### config.mk
export PLATFORM = sky130hd
export DESIGN_NAME = wbvidarb
export DESIGN_NICKNAME = d
export VERILOG_FILES = /design/src/rtl/wbvidarb.sv
export SDC_FILE = /design/constraint.sdc
export NUM_CORES = 1
export LEC_CHECK = 0
export ABC_AREA = 1
export BUFFER_PORTS_ARGS = -buffer_cell sky130_fd_sc_hd__buf_2
export CAP_MARGIN = 15
export CORE_AREA = 8 8 84 86
export DETAILED_ROUTE_END_ITERATION = 10
export DIE_AREA = 0 0 92 94
export HOLD_SLACK_MARGIN = 0.1
export MAX_ROUTING_LAYER = met4
export PLACE_DENSITY = 0.92
export SYNTH_ARGS = -nofsm -noshare
export SYNTH_HDL_FRONTEND = slang
export SYNTH_SLANG_ARGS = --single-unit
### constraint.sdc
create_clock -name i_clk -period 4.7 [get_ports i_clk]
set_input_delay 0.94 -clock i_clk [delete_from_list [all_inputs] [get_ports i_clk]]
set_output_delay 0.94 -clock i_clk [all_outputs]
set_load 0.01 [all_outputs]
### src/rtl/wbvidarb.sv
// Two-master pipelined Wishbone arbiter for the shared frame-memory bus: the video reader (A) and the spectrogram writer (B).
// An ack timeout aborts hung transfers. Define WBVIDARB_ROUNDROBIN_EN to alternate simultaneous IDLE grants instead of always favouring A.
module wbvidarb #(
    parameter int AW        = 24,
    parameter int DW        = 32,
    parameter int LGTIMEOUT = 10,
    parameter int LGOUT     = 5
) (
    input  logic              i_clk,
    input  logic              i_reset_n,
    input  logic              i_a_cyc,
    input  logic              i_a_stb,
    input  logic              i_a_we,
    input  logic [AW-1:0]     i_a_addr,
    input  logic [DW-1:0]     i_a_data,
    input  logic [DW/8-1:0]   i_a_sel,
    output logic              o_a_stall,
    output logic              o_a_ack,
    output logic              o_a_err,
    input  logic              i_b_cyc,
    input  logic              i_b_stb,
    input  logic              i_b_we,
    input  logic [AW-1:0]     i_b_addr,
    input  logic [DW-1:0]     i_b_data,
    input  logic [DW/8-1:0]   i_b_sel,
    output logic              o_b_stall,
    output logic              o_b_ack,
    output logic              o_b_err,
    output logic              o_wb_cyc,
    output logic              o_wb_stb,
    output logic              o_wb_we,
    output logic [AW-1:0]     o_wb_addr,
    output logic [DW-1:0]     o_wb_data,
    output logic [DW/8-1:0]   o_wb_sel,
    input  logic              i_wb_stall,
    input  logic              i_wb_ack,
    input  logic              i_wb_err,
    input  logic [DW-1:0]     i_wb_data,
    output logic              o_timeout
);

    localparam logic [1:0] IDLE  = 2'd0;
    localparam logic [1:0] GNT_A = 2'd1;
    localparam logic [1:0] GNT_B = 2'd2;
    localparam logic [1:0] ABORT = 2'd3;

    localparam logic [LGOUT-1:0]     OUT_MAX = '1;
    localparam logic [LGTIMEOUT-1:0] TO_MAX  = '1;

    logic [1:0]           state_reg, state_next;
    logic                 owner_b_reg, owner_b_next;
    logic                 abort_first_reg, abort_first_next;
    logic [LGOUT-1:0]     out_reg, out_next;
    logic [LGTIMEOUT-1:0] to_reg, to_next;

    logic granted, own_cyc, own_stb, out_full, wb_stb, accept, ack_dec, stay, pick_b;

    // Read data is wired from the slave straight to both masters outside this block.
    logic unused_data;
    assign unused_data = ^i_wb_data;

    // owner_b_reg holds the current owner while granted/aborting and the last owner otherwise.
    assign granted  = (state_reg == GNT_A) || (state_reg == GNT_B);
    assign own_cyc  = owner_b_reg ? i_b_cyc : i_a_cyc;
    assign own_stb  = owner_b_reg ? i_b_stb : i_a_stb;
    assign out_full = (out_reg == OUT_MAX);
    // A saturated counter stalls the owner, so the strobe is withheld from the slave as well.
    assign wb_stb   = granted && own_cyc && own_stb && !out_full;
    assign accept   = wb_stb && !i_wb_stall;
    assign ack_dec  = i_wb_ack && (out_reg != '0);

`ifdef WBVIDARB_ROUNDROBIN_EN
    assign pick_b = i_b_cyc && (!i_a_cyc || !owner_b_reg);
`else
    assign pick_b = i_b_cyc && !i_a_cyc;
`endif

    always_comb begin
        state_next       = state_reg;
        owner_b_next     = owner_b_reg;
        abort_first_next = 1'b0;
        case (state_reg)
            IDLE: begin
                if (i_a_cyc || i_b_cyc) begin
                    state_next   = pick_b ? GNT_B : GNT_A;
                    owner_b_next = pick_b;
                end
            end
            GNT_A: begin
                if (!i_a_cyc) begin
                    if (i_b_cyc) begin
                        state_next   = GNT_B;
                        owner_b_next = 1'b1;
                    end else begin
                        state_next = IDLE;
                    end
                end else if (to_reg == TO_MAX) begin
                    state_next       = ABORT;
                    abort_first_next = 1'b1;
                end
            end
            GNT_B: begin
                if (!i_b_cyc) begin
                    if (i_a_cyc) begin
                        state_next   = GNT_A;
                        owner_b_next = 1'b0;
                    end else begin
                        state_next = IDLE;
                    end
                end else if (to_reg == TO_MAX) begin
                    state_next       = ABORT;
                    abort_first_next = 1'b1;
                end
            end
            default: begin
                if (!own_cyc) begin
                    state_next = IDLE;
                end
            end
        endcase
    end

    // Any change of state abandons whatever was outstanding.
    assign stay = granted && (state_next == state_reg);

    always_comb begin
        out_next = out_reg;
        if (!stay || i_wb_err) begin
            out_next = '0;
        end else if (accept && !ack_dec) begin
            out_next = out_reg + 1'b1;
        end else if (!accept && ack_dec) begin
            out_next = out_reg - 1'b1;
        end
    end

    always_comb begin
        to_next = to_reg;
        if (!stay || i_wb_ack || i_wb_err || (out_reg == '0)) begin
            to_next = '0;
        end else if (to_reg != TO_MAX) begin
            to_next = to_reg + 1'b1;
        end
    end

    always_ff @(posedge i_clk) begin
        if (!i_reset_n) begin
            state_reg       <= IDLE;
            owner_b_reg     <= 1'b1;
            abort_first_reg <= 1'b0;
            out_reg         <= '0;
            to_reg          <= '0;
        end else begin
            state_reg       <= state_next;
            owner_b_reg     <= owner_b_next;
            abort_first_reg <= abort_first_next;
            out_reg         <= out_next;
            to_reg          <= to_next;
        end
    end

    always_comb begin
        o_wb_cyc  = 1'b0;
        o_wb_stb  = 1'b0;
        o_wb_we   = owner_b_reg ? i_b_we   : i_a_we;
        o_wb_addr = owner_b_reg ? i_b_addr : i_a_addr;
        o_wb_data = owner_b_reg ? i_b_data : i_a_data;
        o_wb_sel  = owner_b_reg ? i_b_sel  : i_a_sel;
        o_a_stall = 1'b1;
        o_a_ack   = 1'b0;
        o_a_err   = 1'b0;
        o_b_stall = 1'b1;
        o_b_ack   = 1'b0;
        o_b_err   = 1'b0;
        o_timeout = 1'b0;
        case (state_reg)
            GNT_A: begin
                o_wb_cyc  = i_a_cyc;
                o_wb_stb  = wb_stb;
                o_a_stall = i_wb_stall || out_full;
                o_a_ack   = i_wb_ack;
                o_a_err   = i_wb_err;
            end
            GNT_B: begin
                o_wb_cyc  = i_b_cyc;
                o_wb_stb  = wb_stb;
                o_b_stall = i_wb_stall || out_full;
                o_b_ack   = i_wb_ack;
                o_b_err   = i_wb_err;
            end
            ABORT: begin
                o_timeout = abort_first_reg;
                o_a_err   = abort_first_reg && !owner_b_reg;
                o_b_err   = abort_first_reg && owner_b_reg;
            end
            default: begin
            end
        endcase
    end

endmodule

Word-level counts from Yosys, hierarchy flattened
Index checks and enable logic that the tools add are counted.

Register bits: 19. Input port bits: 163. Output and inout bits: 70. Logic and storage cells: 91.

Add/sub/neg operators: 3. Eq/ne operators: 12. Multiplexer cells: 36. Bitwise operators: 1. Reduce and logical (&&, ||, !) cells: 34.

Operators by type and width (count): 32-bit two-way mux (1); 24-bit two-way mux (1); 1-bit two-way mux (18); 2-bit two-way mux (7); 1-bit logical AND (11); 10-bit by 1-bit adder with 10-bit output, second input constant (1); 10-bit equality test, second input constant (1); 5-bit two-way mux (2); 10-bit != test, second input constant (1); 2-bit != test, second input constant (5); 1-bit case mux with 2 select lines (4); 1-bit zero test (7); 1-bit logical OR (7); 2-bit case mux with 3 select lines (1); 6-bit AND reduction (1); 2-bit OR reduction (3); 5-bit by 1-bit adder with 5-bit output, second input constant (1); 5-bit equality test, second input constant (1); 5-bit zero test (1); 5-bit nonzero test (1); 5-bit by 1-bit subtractor with 5-bit output, second input constant (1); 2-bit equality test, second input constant (2); 4-bit two-way mux (1); 1-bit case mux with 3 select lines (1); 6 further kinds (6).

Logic depth before layout (Yosys ltp)
Gate-level depths: netlist of run 1.

Word-level depth: 12. Depth in mapped cells: 18. Mapped depth without buffers: 17.

Least setup slack after synthesis of run 1
No wires, ideal clock.

Path kind: in2reg. Start: input i_b_cyc. End: register out_reg[4]. Setup time: 78 ps. Data arrival time: 3096 ps. Data required time: 4622 ps. Setup slack: 1527 ps. Stages: 15. Path buffers: 0. Cells stage by stage: inv_1 nand2_1 o21ai_0 nor4_1 inv_1 nor2_1 ha_1 inv_1 ha_1 a21oi_1 nor2_1 o21ai_0 nand3_1 xor2_1 nor3_1.

Word-level cells in the longest chain between the ends: 9. Elaborated cells between the ends (all ways): 24. Those cells by class: eq/ne: 1; mux: 9; reduce/logical: 14.

Ends and longest elaborated chain: start: declaration (line 20) `input logic i_b_cyc,`; 1-bit logical AND (line 75) `assign pick_b = i_b_cyc && !i_a_cyc;`; 2-bit two-way mux (line 85) `state_next = pick_b ? GNT_B : GNT_A;`; 2-bit two-way mux (line 84) `if (i_a_cyc || i_b_cyc) begin`; 2-bit case mux with 3 select lines (line 82) `case (state_reg)`; 2-bit equality test (line 124) `assign stay = granted && (state_next == state_reg);`; 1-bit logical AND (line 124); 1-bit zero test (line 128) `if (!stay || i_wb_err) begin`; 1-bit logical OR (line 128); 2-bit OR reduction (no source line); end signal: assignment (line 157) `out_reg <= out_next;`; end: declaration (line 53) `logic [LGOUT-1:0] out_reg, out_next;`.

Several ways; a longest one is shown, not always the timed one. A chain may end at the register's enable or synchronous reset.

Worst setup path after layout of run 1
Start: register owner_b_reg. End: register out_reg[4].

Word-level cells in the longest chain between the ends: 8. Elaborated cells between the ends (all ways): 18. Those cells by class: eq/ne: 1; mux: 5; reduce/logical: 12.

Ends and longest elaborated chain: start: declaration (line 51) `logic owner_b_reg, owner_b_next;`; start signal: assignment (line 155) `owner_b_reg <= owner_b_next;`; 1-bit two-way mux (line 64) `assign own_cyc = owner_b_reg ? i_b_cyc : i_a_cyc;`; 2-bit two-way mux or 1-bit logical AND (tied branches) (line 116, 68); 2-bit case mux with 3 select lines or 1-bit logical AND (tied branches) (line 82, 68); 2-bit equality test or 1-bit logical AND (tied branches) (line 124, 68); 1-bit logical AND (on tied branches) (line 124, 69); 1-bit zero test (on tied branches) (line 128, 132); 1-bit logical OR or 1-bit logical AND (tied branches) (line 128, 132); 2-bit OR reduction (no source line) or 2-bit nonzero test (tied branches).

Several ways; a longest one is shown, not always the timed one.

==> results.py, run 1 <==
metrics = {
    "power_and_ir_drop": {
        "p_per_area_mw_per_mm2": 261.4,
        "cellLeakagePower_nw": 2.026,
        "irDropWorstVdd_mv": 0.1280,
        "p_total_w": 0.0008337,
    },
    "placement": {
        "io_buffer_count": 200,
        "post-place-cells": 663,
        "place.gp.congestion": 0.9385,
        "dp_hpwl_um": 7593,
    },
    "detailed_routing": {
        "drc": 0,
        "wl_um": 8860,
        "num_vias": 3106,
        "firstDrtPassIters": 4,
        "viasPerCell": 4.657,
        "antenna_left": 0,
        "wl_per_cell_um": 13.28,
        "drt_iter0_markers": 105,
    },
    "clock_tree": {
        "clk_path_buf_depth": 2,
        "post_cts_buffers": 0,
        "hold_buffers": 0,
        "clock-sinks": 19,
        "clock_latency_ns": 0.26,
        "htreeDepth": 1,
        "clk_pin_slew_ns": 0.07,
        "cts_tree": "built",
        "root_buffer": "clkbuf_8",
        "cts-resized-gates": 0,
        "cts_buffers": 3,
    },
    "global_routing": {
        "grt_max_degree": 64,
        "antenna_found_initial": 0,
        "overflow": 0,
        "grt_usage": 0.1914,
        "grt_pass1_vias": 2964,
        "grt_pass1_wl_um": 13370,
    },
    "final_layout": {
        "fin_cells": 667,
        "layout-drive-gt1-share": 0.3632,
        "nNetsFinal": 766,
        "seq_area_um2": 381.6,
        "multiInputGateArea_mm2": 0.001505,
        "antenna_cells": 0,
        "largest_reg_flops": 10,
        "fill_cells": 569,
        "syn2layout_area_growth_pct": 52.45,
    },
    "logic_synthesis": {
        "syn_inst": 400,
        "synth_cell_types": 27,
        "synth_nets": 573,
        "syn-cell-area_mm2": 0.002092,
        "synth_common_cells": "nand2_1 (227), inv_1 (38), dfxtp_1 (19), nor2_1 (19)",
        "synth.most_common_cell": "nand2_1",
        "ys_ff_latch": 19,
        "synth_edf_count": 0,
        "yosysWarnings": 0,
        "yosys-top-cells-area": "nand2_1 (41%), dfxtp_1 (18%), inv_1 (6.8%), ha_1 (5.4%), nor2_1 (3.4%)",
        "syn_avg_cell_area_um2": 5.230,
        "async_reset_ff_frac": 0,
        "ys_seq_area_frac": 0.1818,
        "synth.top_cell.area_share": 0.4073,
        "ys.flop_type": "dfxtp_1",
        "yosysTopAreaCell": "nand2_1",
    },
    "sta": {
        "worst_pin_slew_ns": 0.5843,
        "fin_tns_setup_ns": 0,
        "rsz0062_at_grt": "false",
        "fin_crit_ns": 3.366,
        "slew_headroom": 0.6105,
        "finalCritPeriodShare": 0.7163,
        "fmax_ghz": 0.2971,
        "skew_ns": 0.006426,
        "drv_slew": 0,
        "hold_viol": 0,
        "setup_viol": 0,
    },
    "flow_run": {
        "cap_viol_max_count": 0,
    },
    "critical_path": {
        "path_max_fanout": 42,
        "reg2reg_depth": 14,
        "arrival_ns": 3.56,
        "end_kind": "register",
        "path_class": "register to register",
        "required_ns": 4.89,
        "start_kind": "register",
    },
    "outcome": {
        "status": "finished, final reports clean",
    },
    "floorplanning": {
        "ios": 233,
        "row_count": 28,
        "initial_core_util": 0.3641,
        "core_area_mm2": 0.005746,
        "die_h_um": 94,
        "die_area_mm2": 0.008648,
        "die_x_um": 92,
    },
    "worst_hold_path": {
        "holdPathStages": 2,
        "hold_class": "register to register",
    },
}
[critical path, cell delays in order, from the launching register on]
cell and delay (ns):
dfxtp_2 0.60, buf_4 0.45, o21ai_0 0.26, nor4_1 0.36, inv_1 0.07, nor2_1 0.11, ha_1 0.22, inv_1 0.11
ha_1 0.34, a21oi_1 0.16, nor2_1 0.07, o21ai_0 0.15, nand3_1 0.11, xor2_1 0.15, nor3_1 0.11
[cells by family (layout without fill, tap and decap cells)]
kind of cell,count (synthesis),after routing,share of synthesized area
buf+inv,53,245,0.09869
flops,19,19,0.1818
fa+ha+maj,10,10,0.06340
xor+xnor,10,10,0.04187
compound gates,28,28,0.07297
simple gates,280,280,0.5413
[power breakdown]
part           switching [W]  internal (W)  total [W]
clock network      0.0000596     0.0000591   0.000119
registers          0.0000180      0.000166   0.000184
logic               0.000325      0.000205   0.000531
[per-layer routing]
metal	vias to the layer above	wire, um	track usage
met5	-	0	-
met4	0	131	0.03758
met3	15	638	0.04716
met2	118	4552	0.3451
met1	1361	3537	0.2087
li1	1612	-	-
[through the flow]
stage	area (um2)	util	setup WS, ns	hold slack [ns]
floorplan	2092	-	1.527	0.4907
global placement	3143	0.5470	1.338	0.5116
CTS	3189	0.5551	1.352	0.5387
detailed placement	3143	0.5470	1.322	0.5210
global route	3189	0.5551	1.046	0.5603
finish	3189	0.5551	1.334	0.5429
[cell usage in the layout, fill, tap and decap left out]
cell type and count:
o21bai_1 1, nand2_1 227, a21oi_1 9, dfxtp_2 1, a32oi_1 1, fa_1 1, and3_1 1, nand3_2 2
inv_2 1, nand2_2 1, o21ai_0 13, nand3_4 1, clkinv_2 1, nor2_1 19, inv_1 38, nor2_2 2
nand3_1 12, xor2_1 8, a211oi_1 1, o22ai_1 3, nor3_1 10, buf_2 200, clkbuf_8 3, nor2_4 1
dfxtp_1 18, ha_1 9, buf_4 2, nor4_1 2, nand4_1 2, xnor2_1 2
[cell type report]
cell class	instances	share of cell area
sequential	19	0.1197
inverter	39	0.04590
clock inverter	1	0.001569
tap	75	0.02942
timing repair buffer	202	0.3186
clock buffer	3	0.01295
multi-input combinational	328	0.4719
[final timing paths]
kind	startpoint	end	slack [ns]
setup / recovery	owner_b_reg	out_reg[4]	1.33
hold / removal	to_reg[7]	to_reg[7]	0.54
setup reg to reg	owner_b_reg	out_reg[4]	1.33
hold reg to reg	to_reg[7]	to_reg[7]	0.54
Power figures use the tool's default switching activity.
==> run 2: changes to the inputs <==
Settings changed: ABC_AREA 1 to 0, CORE_AREA 8 8 84 86 to 8 8 88 90, DIE_AREA 0 0 92 94 to 0 0 96 98, PLACE_DENSITY 0.92 to 0.86.
Clock period 4.7 ns to 3.1 ns, I/O delays scaled along.
==> run 2 against run 1 <==
Net effect: total power increased by 43%; synthesized cell count decreased by 36%; sequential power increased by 39%; die area increased by 8.8%; critical path type is now input port to register; critical endpoint unchanged.
==> results.py, run 2 <==
metrics = {
    "outcome": {
        "status": "finished, final reports clean",
    },
    "global_routing": {
        "grt_pass1_wl_um": 16420,
        "antenna_found_initial": 4,
        "grt_pass1_vias": 2787,
        "grt_usage": 0.2396,
        "overflow": 0,
        "grt_max_degree": 66,
    },
    "detailed_routing": {
        "drc": 0,
        "antenna_left": 0,
        "firstDrtPassIters": 5,
        "wl_per_cell_um": 21.37,
        "num_vias": 2733,
        "drt_iter0_markers": 158,
        "wl_um": 11430,
        "viasPerCell": 5.108,
    },
    "clock_tree": {
        "root_buffer": "clkbuf_8",
        "htreeDepth": 1,
        "hold_buffers": 0,
        "clk_pin_slew_ns": 0.08,
        "cts_buffers": 3,
        "clock_latency_ns": 0.26,
        "post_cts_buffers": 0,
        "clk_path_buf_depth": 2,
        "clock-sinks": 19,
        "cts-resized-gates": 0,
        "cts_tree": "built",
    },
    "critical_path": {
        "path_depth": 13,
        "path_buf_inv": 2,
        "end_kind": "register",
        "r2r_slack_ns": 0.36,
        "r2r_end": "out_reg[4]",
        "path_max_fanout": 12,
        "path_class": "input port to register",
        "arrival_ns": 3.02,
        "worst_path_max_delay_cell": "ha_1",
        "crit_chain": "buf_2 > nand2_1 > o21ai_0 > and3_1 > nor2b_1 > ha_1 > inv_1 > ha_1 > nor2b_1 > o21ai_0 > nand2b_1 > nand3b_1 > a31oi_1",
        "rr_startpoint": "state_reg[0]",
        "reg2reg_depth": 12,
        "timing.critical_path.from": "i_a_cyc",
        "required_ns": 3.29,
        "crit_family": "simple AND/OR/NAND/NOR gates",
        "start_kind": "input port",
        "critPathMaxStageDelay_ns": 0.32,
    },
    "logic_synthesis": {
        "synth_edf_count": 0,
        "ys_ff_latch": 19,
        "syn_inst": 255,
        "syn-cell-area_mm2": 0.002155,
        "synth_common_cells": "mux2_2 (62), nand2_1 (25), nor2_1 (22), dfxtp_1 (19), a21oi_1 (12)",
        "synth.most_common_cell": "mux2_2",
        "ys_seq_area_frac": 0.1765,
        "ys.flop_type": "dfxtp_1",
        "synth_cell_types": 45,
        "synth.top_cell.area_share": 0.3240,
        "yosysWarnings": 0,
        "yosysTopAreaCell": "mux2_2",
        "async_reset_ff_frac": 0,
        "yosys-top-cells-area": "mux2_2 (32%), dfxtp_1 (18%), ha_1 (5.2%), nand2_1 (4.4%), nor2_1 (3.8%)",
        "syn_avg_cell_area_um2": 8.449,
        "synth_nets": 428,
    },
    "final_layout": {
        "fin_util": 0.5058,
        "nNetsFinal": 624,
        "layout-drive-gt1-share": 0.6289,
        "final_cell_mix": "buf_2 (200), mux2_2 (62), nand2_1 (25)",
        "largest_reg_flops": 10,
        "final_common_cell": "buf_2",
        "syn2layout_area_growth_pct": 52.44,
    },
    "placement": {
        "preCtsSetupSlack_ns": 0.03745,
        "place.gp.congestion": 0.9690,
        "io_buffer_count": 200,
        "dp_hpwl_um": 10090,
    },
    "sta": {
        "slew_headroom": 0.4743,
        "drv_slew": 0,
        "fin_crit_ns": 2.838,
        "skew_ns": 0.003934,
        "finalCritPeriodShare": 0.9155,
        "setup_viol": 0,
        "fin_tns_setup_ns": 0,
        "rsz0062_at_grt": "false",
        "worst_slack_ns": 0.2620,
        "fmax_ghz": 0.3524,
        "hold_viol": 0,
        "worst_pin_slew_ns": 0.7885,
    },
    "worst_hold_path": {
        "min_to": "out_reg[3]",
        "min_from": "out_reg[3]",
        "hold_class": "register to register",
        "holdPathStages": 2,
    },
    "power_and_ir_drop": {
        "irDropWorstVdd_mv": 0.2625,
        "p_total_w": 0.001192,
        "p_per_area_mw_per_mm2": 362.8,
        "cellLeakagePower_nw": 1.610,
    },
    "flow_run": {
        "cap_viol_max_count": 0,
    },
    "floorplanning": {
        "die_x_um": 96,
        "core_area_mm2": 0.006494,
        "die_h_um": 98,
        "ios": 233,
        "initial_core_util": 0.3318,
        "die_area_mm2": 0.009408,
        "row_count": 30,
    },
}
-- run 2: cell type report --
class | count | area (um2)
Multi-Input combinational cell | 213 | 1675
Fill cell | 631 | 3209
Inverter | 10 | 37.54
Tap cell | 80 | 100.1
Antenna cell | 5 | 12.51
Timing Repair Buffer | 204 | 1031
Clock buffer | 3 | 41.29
Clock inverter | 1 | 5.005
Sequential cell | 19 | 381.6
-- run 2: worst max path at each step --
stage	slack (ns)	endpoint
2_1_floorplan	0.35	out_reg[4]
3_3_place_gp	0.17	out_reg[4]
3_5_place_dp	0.04	out_reg[4]
4_1_cts	0.31	out_reg[4]
5_1_grt	0.02	out_reg[4]
6_report	0.26	out_reg[4]
-- run 2: stage by stage --
| step | hold slack, ns | cell area (um2) | instances |
|---|---|---|---|
| 2_1_floorplan | 0.4819 | 2155 | 255 |
| 6_report | 0.5352 | 3284 | 535 |
| 5_1_grt | 0.5808 | 3282 | 534 |
| 3_3_place_gp | 0.5033 | 3226 | 526 |
| 3_5_place_dp | 0.5130 | 3226 | 526 |
| 4_1_cts | 0.5249 | 3272 | 530 |
-- run 2: cells by family after synthesis --
group	share of synthesized area
fa+ha+maj	0.06156
flops	0.1765
xor+xnor	0.02033
buf+inv	0.04588
simple gates	0.2393
compound gates	0.1185
mux	0.3380
-- run 2: metal layers --
layer	vias to the layer above	global-route usage	wire, um
met3	16	0.09593	1188
li1	1312	-	-
met4	0	0.08047	457
met2	147	0.3550	5104
met5	-	-	0
met1	1258	0.2851	4682
-- run 2: power breakdown --
group	leakage, nW	internal [W]	switching, W
Combinational	1.43	0.000354	0.000405
Clock	0.0255	0.0000894	0.0000877
Sequential	0.153	0.000251	0.00000426
Total	1.61	0.000695	0.000497
-- run 2: worst min-delay path, cell delays in order (launching register included) --
cell     delay [ns]
dfxtp_1        0.36
nand2_1        0.08
a21oi_1        0.05
